[src/rtl/edge_pkg.sv]
// Shared parameters, state encoding and image layout
// for the edge-detector memory arbiter.
package edge_pkg;

  localparam int ADDR_W    = 16;
  localparam int DATA_W    = 32;
  localparam int MAX_BURST = 16;

  localparam int IMG_W        = 352;
  localparam int IMG_H        = 288;
  localparam int PIX_PER_WORD = 4;
  localparam int IMG_WORDS    = IMG_W * IMG_H / PIX_PER_WORD;
  localparam int RES_BASE     = IMG_WORDS;

  typedef enum logic [1:0] {
    IDLE,
    OWN0,
    OWN1
  } arb_state_t;

endpackage

[src/rtl/arb_rr2.sv]
// Two-way round-robin picker: rr names the requester
// that wins when both ask in the same cycle.
module arb_rr2 (
  input  logic [1:0] req,
  input  logic       rr,
  output logic [1:0] gnt
);

  always_comb begin
    gnt    = '0;
    gnt[0] = req[0] & (~rr | ~req[1]);
    gnt[1] = req[1] & (rr | ~req[0]);
  end

endmodule

[src/rtl/mem_arbiter.sv]
// Two-requester single-port memory arbiter with burst
// ownership, round-robin fallback and read-return routing.
module mem_arbiter #(
  parameter int ADDR_W    = edge_pkg::ADDR_W,
  parameter int DATA_W    = edge_pkg::DATA_W,
  parameter int MAX_BURST = edge_pkg::MAX_BURST
) (
  input  logic              clk,
  input  logic              reset,
  input  logic              req0,
  input  logic              req1,
  input  logic              hold0,
  input  logic              hold1,
  input  logic              we0,
  input  logic              we1,
  input  logic [ADDR_W-1:0] addr0,
  input  logic [ADDR_W-1:0] addr1,
  input  logic [DATA_W-1:0] dataW0,
  input  logic [DATA_W-1:0] dataW1,
  output logic              gnt0,
  output logic              gnt1,
  output logic              rvalid0,
  output logic              rvalid1,
  output logic [DATA_W-1:0] dataR0,
  output logic [DATA_W-1:0] dataR1,
  output logic              en,
  output logic              we,
  output logic [ADDR_W-1:0] addr,
  output logic [DATA_W-1:0] dataW,
  input  logic [DATA_W-1:0] dataR
);

  import edge_pkg::*;

  localparam int CW = $clog2(MAX_BURST + 1);

  arb_state_t        state_q, state_d;
  logic              rr_q, rr_d;
  logic [CW-1:0]     cnt_q, cnt_d;
  logic [CW-1:0]     cnt_inc;
  logic              pend_v_q, pend_v_d;
  logic              pend_idx_q, pend_idx_d;
  logic [ADDR_W-1:0] addr_q;
  logic [DATA_W-1:0] dw_q;
  logic [1:0]        rr_gnt;
  logic [1:0]        gnt;
  logic              burst_ok;
  logic              keep0, keep1;

  arb_rr2 u_rr (
    .req ({req1, req0}),
    .rr  (rr_q),
    .gnt (rr_gnt)
  );

  assign burst_ok = cnt_q < CW'(MAX_BURST);
  assign cnt_inc  = burst_ok ? cnt_q + CW'(1) : cnt_q;

  // The owner only yields once its burst is spent
  // and the other side is actually waiting.
  assign keep0 = (state_q == OWN0) & req0
               & (burst_ok | ~req1);
  assign keep1 = (state_q == OWN1) & req1
               & (burst_ok | ~req0);

  always_comb begin
    gnt = '0;
    unique case (1'b1)
      reset:           gnt = 2'b00;
      !reset && keep0: gnt = 2'b01;
      !reset && keep1: gnt = 2'b10;
      default:         gnt = rr_gnt;
    endcase
  end

  always_comb begin
    gnt0  = gnt[0];
    gnt1  = gnt[1];
    en    = |gnt;
    we    = (gnt[0] & we0) | (gnt[1] & we1);
    addr  = addr_q;
    dataW = dw_q;
    if (gnt[0]) begin
      addr  = addr0;
      dataW = dataW0;
    end else if (gnt[1]) begin
      addr  = addr1;
      dataW = dataW1;
    end
  end

  always_comb begin
    state_d    = IDLE;
    cnt_d      = '0;
    rr_d       = rr_q;
    pend_v_d   = en & ~we;
    pend_idx_d = gnt[1];
    if (gnt[0]) begin
      rr_d = 1'b1;
      if (hold0) begin
        state_d = OWN0;
        cnt_d   = (state_q == OWN0) ? cnt_inc : CW'(1);
      end
    end else if (gnt[1]) begin
      rr_d = 1'b0;
      if (hold1) begin
        state_d = OWN1;
        cnt_d   = (state_q == OWN1) ? cnt_inc : CW'(1);
      end
    end
  end

  always_ff @(posedge clk or posedge reset) begin
    if (reset) begin
      state_q    <= IDLE;
      rr_q       <= 1'b0;
      cnt_q      <= '0;
      pend_v_q   <= 1'b0;
      pend_idx_q <= 1'b0;
      addr_q     <= '0;
      dw_q       <= '0;
    end else begin
      state_q    <= state_d;
      rr_q       <= rr_d;
      cnt_q      <= cnt_d;
      pend_v_q   <= pend_v_d;
      pend_idx_q <= pend_idx_d;
      addr_q     <= addr;
      dw_q       <= dataW;
    end
  end

  assign rvalid0 = pend_v_q & ~pend_idx_q;
  assign rvalid1 = pend_v_q & pend_idx_q;
  assign dataR0  = dataR;
  assign dataR1  = dataR;

endmodule

[config.mk]
export PLATFORM = sky130hd
export DESIGN_NAME = mem_arbiter
export DESIGN_NICKNAME = d
export VERILOG_FILES = /design/src/rtl/edge_pkg.sv /design/src/rtl/arb_rr2.sv /design/src/rtl/mem_arbiter.sv
export SDC_FILE = /design/constraint.sdc
export NUM_CORES = 1
export LEC_CHECK = 0
export BUFFER_PORTS_ARGS = -buffer_cell sky130_fd_sc_hd__buf_2
export CORE_AREA = 2 2 98 100
export CTS_BUF_LIST = sky130_fd_sc_hd__clkbuf_8
export CTS_CLUSTER_DIAMETER = 60
export DETAILED_ROUTE_END_ITERATION = 6
export DIE_AREA = 0 0 100 102
export GPL_TIMING_DRIVEN = 0
export PLACE_DENSITY = 0.82
export SLEW_MARGIN = 20
export SYNTH_ARGS = -nofsm -noshare
export SYNTH_HDL_FRONTEND = slang
export SYNTH_SLANG_ARGS = --single-unit
[constraint.sdc]
create_clock -name clk -period 4.64 [get_ports clk]
set_input_delay 0.696 -clock clk [delete_from_list [all_inputs] [get_ports clk]]
set_output_delay 0.696 -clock clk [all_outputs]
set_load 0.03 [all_outputs]
==> results by group, run 1 <==
GRT
  – Grt ovf: 0
  – First-pass GRT wire length: 18200 um
  – Vias in the first global route: 3850
  – Initial antenna violation count: 0
  – Largest net degree at the start of global routing: 61
  – Global Route Usage Sum: 0.225

Placement
  – Port-buffer cells: 221
  – Place WS: 1.08 ns
  – RD Place Congestion: 0.813
  – HPWL after DPL: 8970 um
  – Placed cells: 737

Cells and area
  – Layout Cells excl Fill: 753
  – Most frequent cells in the layout: buf_2, buf_4, dfrtp_1
  – Share of layout cells above drive strength 1: 0.506
  – Ant. Diodes: 0
  – Final net count: 774
  – Most common cell after layout, fill and taps aside: buf_2
  – Area Overhead vs Synth: 41.3%
  – Layout Utilization: 0.558

STA
  – Setup violations, final: 0
  – Slew @ Worst Pin: 0.715 ns
  – Final Worst Setup Slack: 1.12 ns
  – Final hold violations: 0
  – Max Freq: 284 MHz
  – Fin Clk Skew: 0.0123 ns
  – Minimum clock period after layout: 3.52 ns
  – RSZ-0062 raised after global routing: no
  – Setup TNS: 0 ns
  – Worst slew margin: 0.523
  – Final period utilization: 0.759
  – Max-slew violations: 0

Floorplanning
  – Chip height: 102 um
  – Core area: 0.00911 mm2
  – Row count: 35
  – Io pins: 254
  – Die W: 100 um
  – Die ar.: 0.0102 mm2
  – Initial Utilization: 0.395

Critical path
  – Critical Path Sink Type: primary output
  – CP top delay family: buffers and inverters
  – Critical path class: primary input to primary output
  – Max FO, Critical Path: 60
  – Critical Path Start Type: primary input
  – Crit-path most repeated cell: buf_2
  – CP required: 3.94 ns
  – CP Cell Sequence: buf_2 -> inv_4 -> nand2_1 -> buf_2 -> buf_1 -> a211oi_1 -> a31oi_1 -> buf_2
  – Slowest stage delay, CP: 0.54 ns
  – Crit path buffers/inverters: 5
  – Slowest stage cell, crit path: inv_4
  – Arrival time worst endpoint: 2.83 ns

Clocking
  – Worst-Skew Late Latency: 0.34 ns
  – H-tree levels: 3
  – Setup bufs post-CTS: 0
  – Hold-fix buffers, CTS: 0
  – Clk root buf: clkbuf_8
  – CTS tree: yes
  – # clock sinks: 58
  – Maximum buffer depth of the clock tree: 2
  – CTS clock-pin slew for the worst setup and hold paths: 0.07 ns
  – Post_cts resized: 0
  – Total CTS buffers: 9

Yosys
  – Syn Nets: 542
  – Synthesized area: 0.00360 mm2
  – Syn Inst Count: 405
  – Synth warn: 0
  – Flops & latches, synth: 58
  – Avg Inst Size Synth: 8.88 um2
  – Sequential share of the synthesized area: 0.403
  – Post-synth cell types: 33

Power
  – P_leak: 2.41 nW
  – NetSw: 783 uW
  – Internal power component: 1.20 mW
  – Comb pwr share: 0.405
  – Pwr Density: 390 mW/mm2
  – Reg power frac: 0.315
  – Pwr Total: 1.98 mW
  – Clock power share: 0.280
  – Switching share of power: 0.395
  – Peak supply drop: 210 uV

Flow run
  – Max cap viols: 0

Drt
  – Wire length per cell: 16.0 um
  – # DRC: 0
  – DRT Pass-1 Iters: 5
  – Initial DRC count: 108
  – Detail Route Antenna Nets: 0
  – Vias per std cell: 5.37
  – Routed WL: 12100 um
  – Vias post-DR: 4040

Status
  – Status: finished, final reports clean

Hold path
  – HP Class: primary input to flop
flip-flops by register name, indices dropped and copies added (netlist names):
signal      flops
addr_q         16
dw_q           32
pend_v_q        1
cnt_q           5
pend_idx_q      1
rr_q            1
state_q         2
path summary, 6_finish.rpt:
kind / cells after the start / slack [ns] / end / from
max in group asynchronous: 2 / 3.59 / dw_q[6] / reset
hold / removal: 2 / 0.54 / pend_v_q / we0
hold reg to reg: 2 / 0.57 / addr_q[7] / addr_q[7]
setup / recovery: 8 / 1.12 / dataW[25] / reset
setup reg to reg: 6 / 2.54 / dw_q[21] / cnt_q[4]
min in group asynchronous: 2 / 0.57 / dw_q[31] / reset
metal layers:
metal	wire length (um)	global-route usage	up-vias
met4	166	0.0790	0
met1	4990	0.278	1902
met3	766	0.0363	14
li1	-	-	1913
met5	0	0	-
met2	6140	0.399	211
power by group through the flow:
stage          registers [mW]  clock network [mW]  logic [mW]
2_1_floorplan           0.626                   0       0.556
3_3_place_gp            0.629                   0       0.783
3_5_place_dp            0.633                   0       0.797
4_1_cts                 0.624               0.563       0.801
5_1_grt                 0.633               0.581       0.858
6_report                0.625               0.554       0.801
area by class of cell:
type	count	area (um2)
inverter	3	13.8
clock inverter	4	72.6
multi-input combinational	237	1460
fill	815	4030
tap	111	139
timing repair buffer	221	1110
buffer	107	678
sequential	58	1450
clock buffer	12	165
synth_stat cells:
cell type / n / area (um2)
buf_4: 64 / 480
dfrtp_1: 58 / 1450
a211oi_1: 49 / 368
a31oi_1: 49 / 307
nand3_1: 49 / 245
o21ai_0: 48 / 240
clkbuf_1: 22 / 82.6
buf_2: 17 / 85.1
a21oi_1: 6 / 30.0
nor2_1: 5 / 18.8
nor2b_1: 5 / 31.3
nand2b_1: 3 / 18.8
o21a_1: 3 / 22.5
and2_1: 2 / 12.5
buf_1: 2 / 7.51
buf_6: 2 / 22.5
inv_1: 2 / 7.51
nand4b_1: 2 / 17.5
o21ai_1: 2 / 10.0
xnor2_1: 2 / 17.5
a211o_1: 1 / 8.76
a21o_2: 1 / 8.76
a22o_1: 1 / 8.76
a311o_1: 1 / 10.0
and3_1: 1 / 6.26
ha_1: 1 / 12.5
inv_2: 1 / 3.75
mux2i_1: 1 / 10.0
nand2_1: 1 / 3.75
o21ai_2: 1 / 8.76
o31ai_4: 1 / 21.3
o32a_1: 1 / 10.0
xor2_1: 1 / 8.76
through the flow:
step                hold slack [ns]  instance area [um2]
CTS                           0.524                 5080
detailed placement            0.557                 4840
global route                  0.542                 5080
finish                        0.538                 5080
global placement              0.555                 4840
floorplan                     0.533                 3600
cells by family after synthesis:
logic type / Yosys count / synth area share
flops: 58 / 0.403
compound gates: 164 / 0.293
simple gates: 68 / 0.0984
buf+inv: 110 / 0.192
mux: 1 / 0.00278
xor+xnor: 3 / 0.00731
fa+ha+maj: 1 / 0.00348
No activity file was read; power rests on OpenSTA's default activity.
==> run 2, diff against run 1 <==
--- a/config.mk
+++ b/config.mk
@@ -5,12 +5,12 @@
 export SDC_FILE = /design/constraint.sdc
 export NUM_CORES = 1
 export LEC_CHECK = 0
+export ABC_AREA = 1
 export BUFFER_PORTS_ARGS = -buffer_cell sky130_fd_sc_hd__buf_2
-export CORE_AREA = 2 2 98 100
+export CORE_UTILIZATION = 39
 export CTS_BUF_LIST = sky130_fd_sc_hd__clkbuf_8
 export CTS_CLUSTER_DIAMETER = 60
 export DETAILED_ROUTE_END_ITERATION = 6
-export DIE_AREA = 0 0 100 102
 export GPL_TIMING_DRIVEN = 0
 export PLACE_DENSITY = 0.82
 export SLEW_MARGIN = 20
==> constraint.sdc (replaced) <==
create_clock -name clk -period 3.15 [get_ports clk]
set_input_delay 0.4725 -clock clk [delete_from_list [all_inputs] [get_ports clk]]
set_output_delay 0.4725 -clock clk [all_outputs]
set_load 0.03 [all_outputs]
==> run 2 against run 1 <==
Core utilization up 0.93 points. Global-route usage is 2.7 points lower. Hold slack got worse by 0.29 ns. Worst setup slack got worse by 0.65 ns. Sequential share of layout area shrank 1.3 points. Combinational power grew 54%. Critical path type unchanged.
==> results by group, run 2 <==
Critical path
  – Slowest stage delay, CP: 0.27 ns (-0.27 ns)
  – Critical path class: primary input to primary output
  – Max FO, Critical Path: 33 (-45%)
  – Crit path launch: reset
  – CP required: 2.68 ns (-1.26 ns)
  – Crit-path most repeated cell: nand2_1
  – Reg2Reg Depth: 7 (+1)
  – Arrival time worst endpoint: 2.21 ns (-0.62 ns)
  – Slowest stage cell, crit path: buf_2
  – Crit path depth: 12 (+4)
  – Reg-to-reg critical path startpoint: state_q[1]
  – CP Cell Sequence: buf_2 -> clkinvlp_4 -> buf_12 -> nand2_1 -> a21oi_1 -> nand2_1 -> nand2_1 -> buf_2 -> buf_2 -> nand2_1 -> nand2_1 -> buf_2
  – Crit path buffers/inverters: 6 (+1)
  – Critical Path Start Type: primary input
  – CP top delay family: buffers and inverters
  – Critical Path Sink Type: primary output

Yosys
  – Yosys top cell area share: 0.380 (-0.0239)
  – Flops & latches, synth: 58 (unchanged)
  – Primary FF master, synth: dfrtp_1
  – Post-synth cell types: 21 (-36%)
  – Post-synth EDFFs: 0 (unchanged)
  – Synthesized area: 0.00382 mm2 (+6.3%)
  – Synth top cells by count: nand2_1, inv_1, nand3_1, buf_4, dfrtp_1
  – Yosys top cell by area: dfrtp_1
  – Avg Inst Size Synth: 6.83 um2 (-23%)
  – Syn Nets: 697 (+29%)
  – Ranking of synthesized cells by area: dfrtp_1, nand2_1, buf_4
  – Sequential share of the synthesized area: 0.380 (-0.0239)
  – Synth warn: 0 (unchanged)
  – Post-synth ARST share: 1.00 (unchanged)
  – Syn Inst Count: 560 (+38%)
  – Most frequent cell after synthesis: nand2_1

Floorplanning
  – Row count: 35 (unchanged)
  – Chip height: 101 um (-0.97%)
  – Die W: 101 um (+1.0%)
  – Core area: 0.00937 mm2 (+2.9%)
  – Initial Utilization: 0.408 (+0.0131)
  – Io pins: 254 (unchanged)
  – Die ar.: 0.0102 mm2 (about the same)

Placement
  – Port-buffer cells: 221 (unchanged)
  – DP Area: 0.00511 mm2 (+5.6%)
  – HPWL after DPL: 7880 um (-12%)
  – RD Place Congestion: 0.849 (+4.4%)

Cells and area
  – Layout Utilization: 0.567 (+0.00932)
  – Post-route cell area: 0.00532 mm2 (+4.6%)
  – Max reg flops: 32 (unchanged)
  – Area Overhead vs Synth: 39.0%
  – Most common cell after layout, fill and taps aside: buf_2
  – Share of layout cells above drive strength 1: 0.416 (-0.0907)
  – Biggest register: dw_q
  – Ant. Diodes: 0 (unchanged)
  – Top flop regs: dw_q (32), addr_q (16), cnt_q (5)
  – Final net count: 932 (+20%)
  – Most frequent cells in the layout: buf_2, nand2_1, inv_1

Clocking
  – # clock sinks: 58 (unchanged)
  – H-tree levels: 3 (unchanged)
  – Worst-Skew Late Latency: 0.32 ns (-0.02 ns)
  – Clk root buf: clkbuf_8
  – Hold-fix buffers, CTS: 0 (unchanged)
  – CTS clock-pin slew for the worst setup and hold paths: 0.07 ns (about the same)
  – Setup bufs post-CTS: 0 (unchanged)
  – Maximum buffer depth of the clock tree: 2 (unchanged)
  – Post_cts resized: 0 (unchanged)
  – Total CTS buffers: 9 (unchanged)
  – CTS tree: yes

STA
  – Minimum clock period after layout: 2.68 ns
  – Slew @ Worst Pin: 0.637 ns (-0.0775 ns)
  – Fin Clk Skew: 0.00878 ns (-0.00352 ns)
  – Worst hold slack: 0.249 ns (-0.289 ns)
  – Final hold violations: 0 (unchanged)
  – Max Freq: 373 MHz
  – RSZ-0062 raised after global routing: no
  – Worst slew margin: 0.573 (+0.0493)
  – Max-slew violations: 0 (unchanged)
  – Setup violations, final: 0 (unchanged)
  – Final period utilization: 0.851

Power
  – Reg power frac: 0.333 (+0.018)
  – Internal power component: 1.67 mW (+40%)
  – Clock power share: 0.227 (-0.053)
  – P_leak: 3.37 nW (+40%)
  – Comb pwr share: 0.439 (+0.034)
  – NetSw: 1.14 mW (+46%)
  – Switching share of power: 0.405 (+0.00987)
  – Pwr Density: 529 mW/mm2 (+36%)
  – Peak supply drop: 347 uV (+66%)
  – Pwr Total: 2.81 mW (+42%)

Flow run
  – Max cap viols: 0 (unchanged)

Hold path
  – HP Class: primary input to asynchronous set/reset pin

GRT
  – First-pass GRT wire length: 15900 um (-13%)
  – Grt ovf: 0 (unchanged)
  – Vias in the first global route: 3541 (-8.0%)
  – Largest net degree at the start of global routing: 34 (-44%)
  – Global Route Usage Sum: 0.198 (-0.0269)
  – Initial antenna violation count: 0 (unchanged)

Drt
  – Vias post-DR: 4001 (-0.97%)
  – Routed WL: 10100 um (-16%)
  – Wire length per cell: 10.9 um (-32%)
  – # DRC: 0 (unchanged)
  – Detail Route Antenna Nets: 0 (unchanged)
  – DRT Pass-1 Iters: 4 (-1)
  – Initial DRC count: 89 (-18%)
  – Vias per std cell: 4.31 (-20%)

Status
  – Status: finished, final reports clean
-- run 2: cell types whose count changed in the layout (fill, tap and decap cells not counted), sizes merged, moves of 5 or more --
cell | before | now
nand2 | 1 | 174
a31oi | 49 | 0
o21ai | 51 | 3
nand4 | 0 | 7
nand3 | 49 | 102
inv | 3 | 108
clkbuf | 34 | 21
a211oi | 49 | 0
nor2b | 5 | 0
-- run 2: final timing paths --
path | to | slack [ns]
hold / removal | cnt_q[4] | 0.25
max in group asynchronous | dw_q[7] | 2.55
min in group clk | addr_q[4] | 0.37
setup / recovery | addr[12] | 0.47
hold reg to reg | rr_q | 0.55
setup reg to reg | dw_q[3] | 1.40
-- run 2: cells by family (layout without fill, tap and decap cells) --
logic type               after synthesis  count (layout)  share of synthesized area
flip-flops                            58              58                      0.380
XOR/XNOR                               1               1                    0.00229
buffers and inverters                200             439                      0.271
adder cells (fa/ha/maj)                1               1                    0.00327
AND/OR/NAND/NOR                      293             293                      0.333
AO/OA/AOI/OAI                          7               7                     0.0105
-- run 2: metrics by stage --
| stage | worst slack, ns | cells | TNS [ns] |
|---|---|---|---|
| detailed placement | 0.0250 | 911 | 0 |
| global route | 0.231 | 928 | 0 |
| floorplan | 0.408 | 560 | 0 |
| finish | 0.470 | 928 | 0 |
| global placement | -0.281 | 910 | -9.90 |
| CTS | 0.0220 | 926 | 0 |
-- run 2: layer usage --
layer,track usage,routed length [um]
met5,0,0
met4,0.0524,60
met3,0.0347,739
met1,0.254,4450
met2,0.343,4880
-- run 2: power by group through the flow --
stage | logic [mW] | registers (mW) | clock network, mW
after CTS | 1.24 | 0.937 | 0.659
after detailed placement | 1.24 | 0.952 | 0
final | 1.23 | 0.937 | 0.639
after global routing | 1.36 | 0.952 | 0.694
after global placement | 1.22 | 0.945 | 0
after floorplan | 0.887 | 0.943 | 0
-- run 2: worst register-to-register path, stage by stage (launching register included) --
cell and delay (ns):
dfrtp_1 0.42, nor2_4 0.18, nand3_2 0.12, nand2_2 0.18
clkbuf_1 0.38, nand3_1 0.14, nand3_1 0.11, nand2_1 0.09
-- run 2: layout make-up --
cell class | count | area, um2
Buffer | 91 | 627
Clock buffer | 13 | 179
Clock inverter | 2 | 10.0
Fill cell | 952 | 4060
Inverter | 109 | 413
Multi-Input combinational cell | 302 | 1340
Sequential cell | 58 | 1450
Tap cell | 129 | 161
Timing Repair Buffer | 223 | 1130
Timing Repair inverter | 1 | 5.00
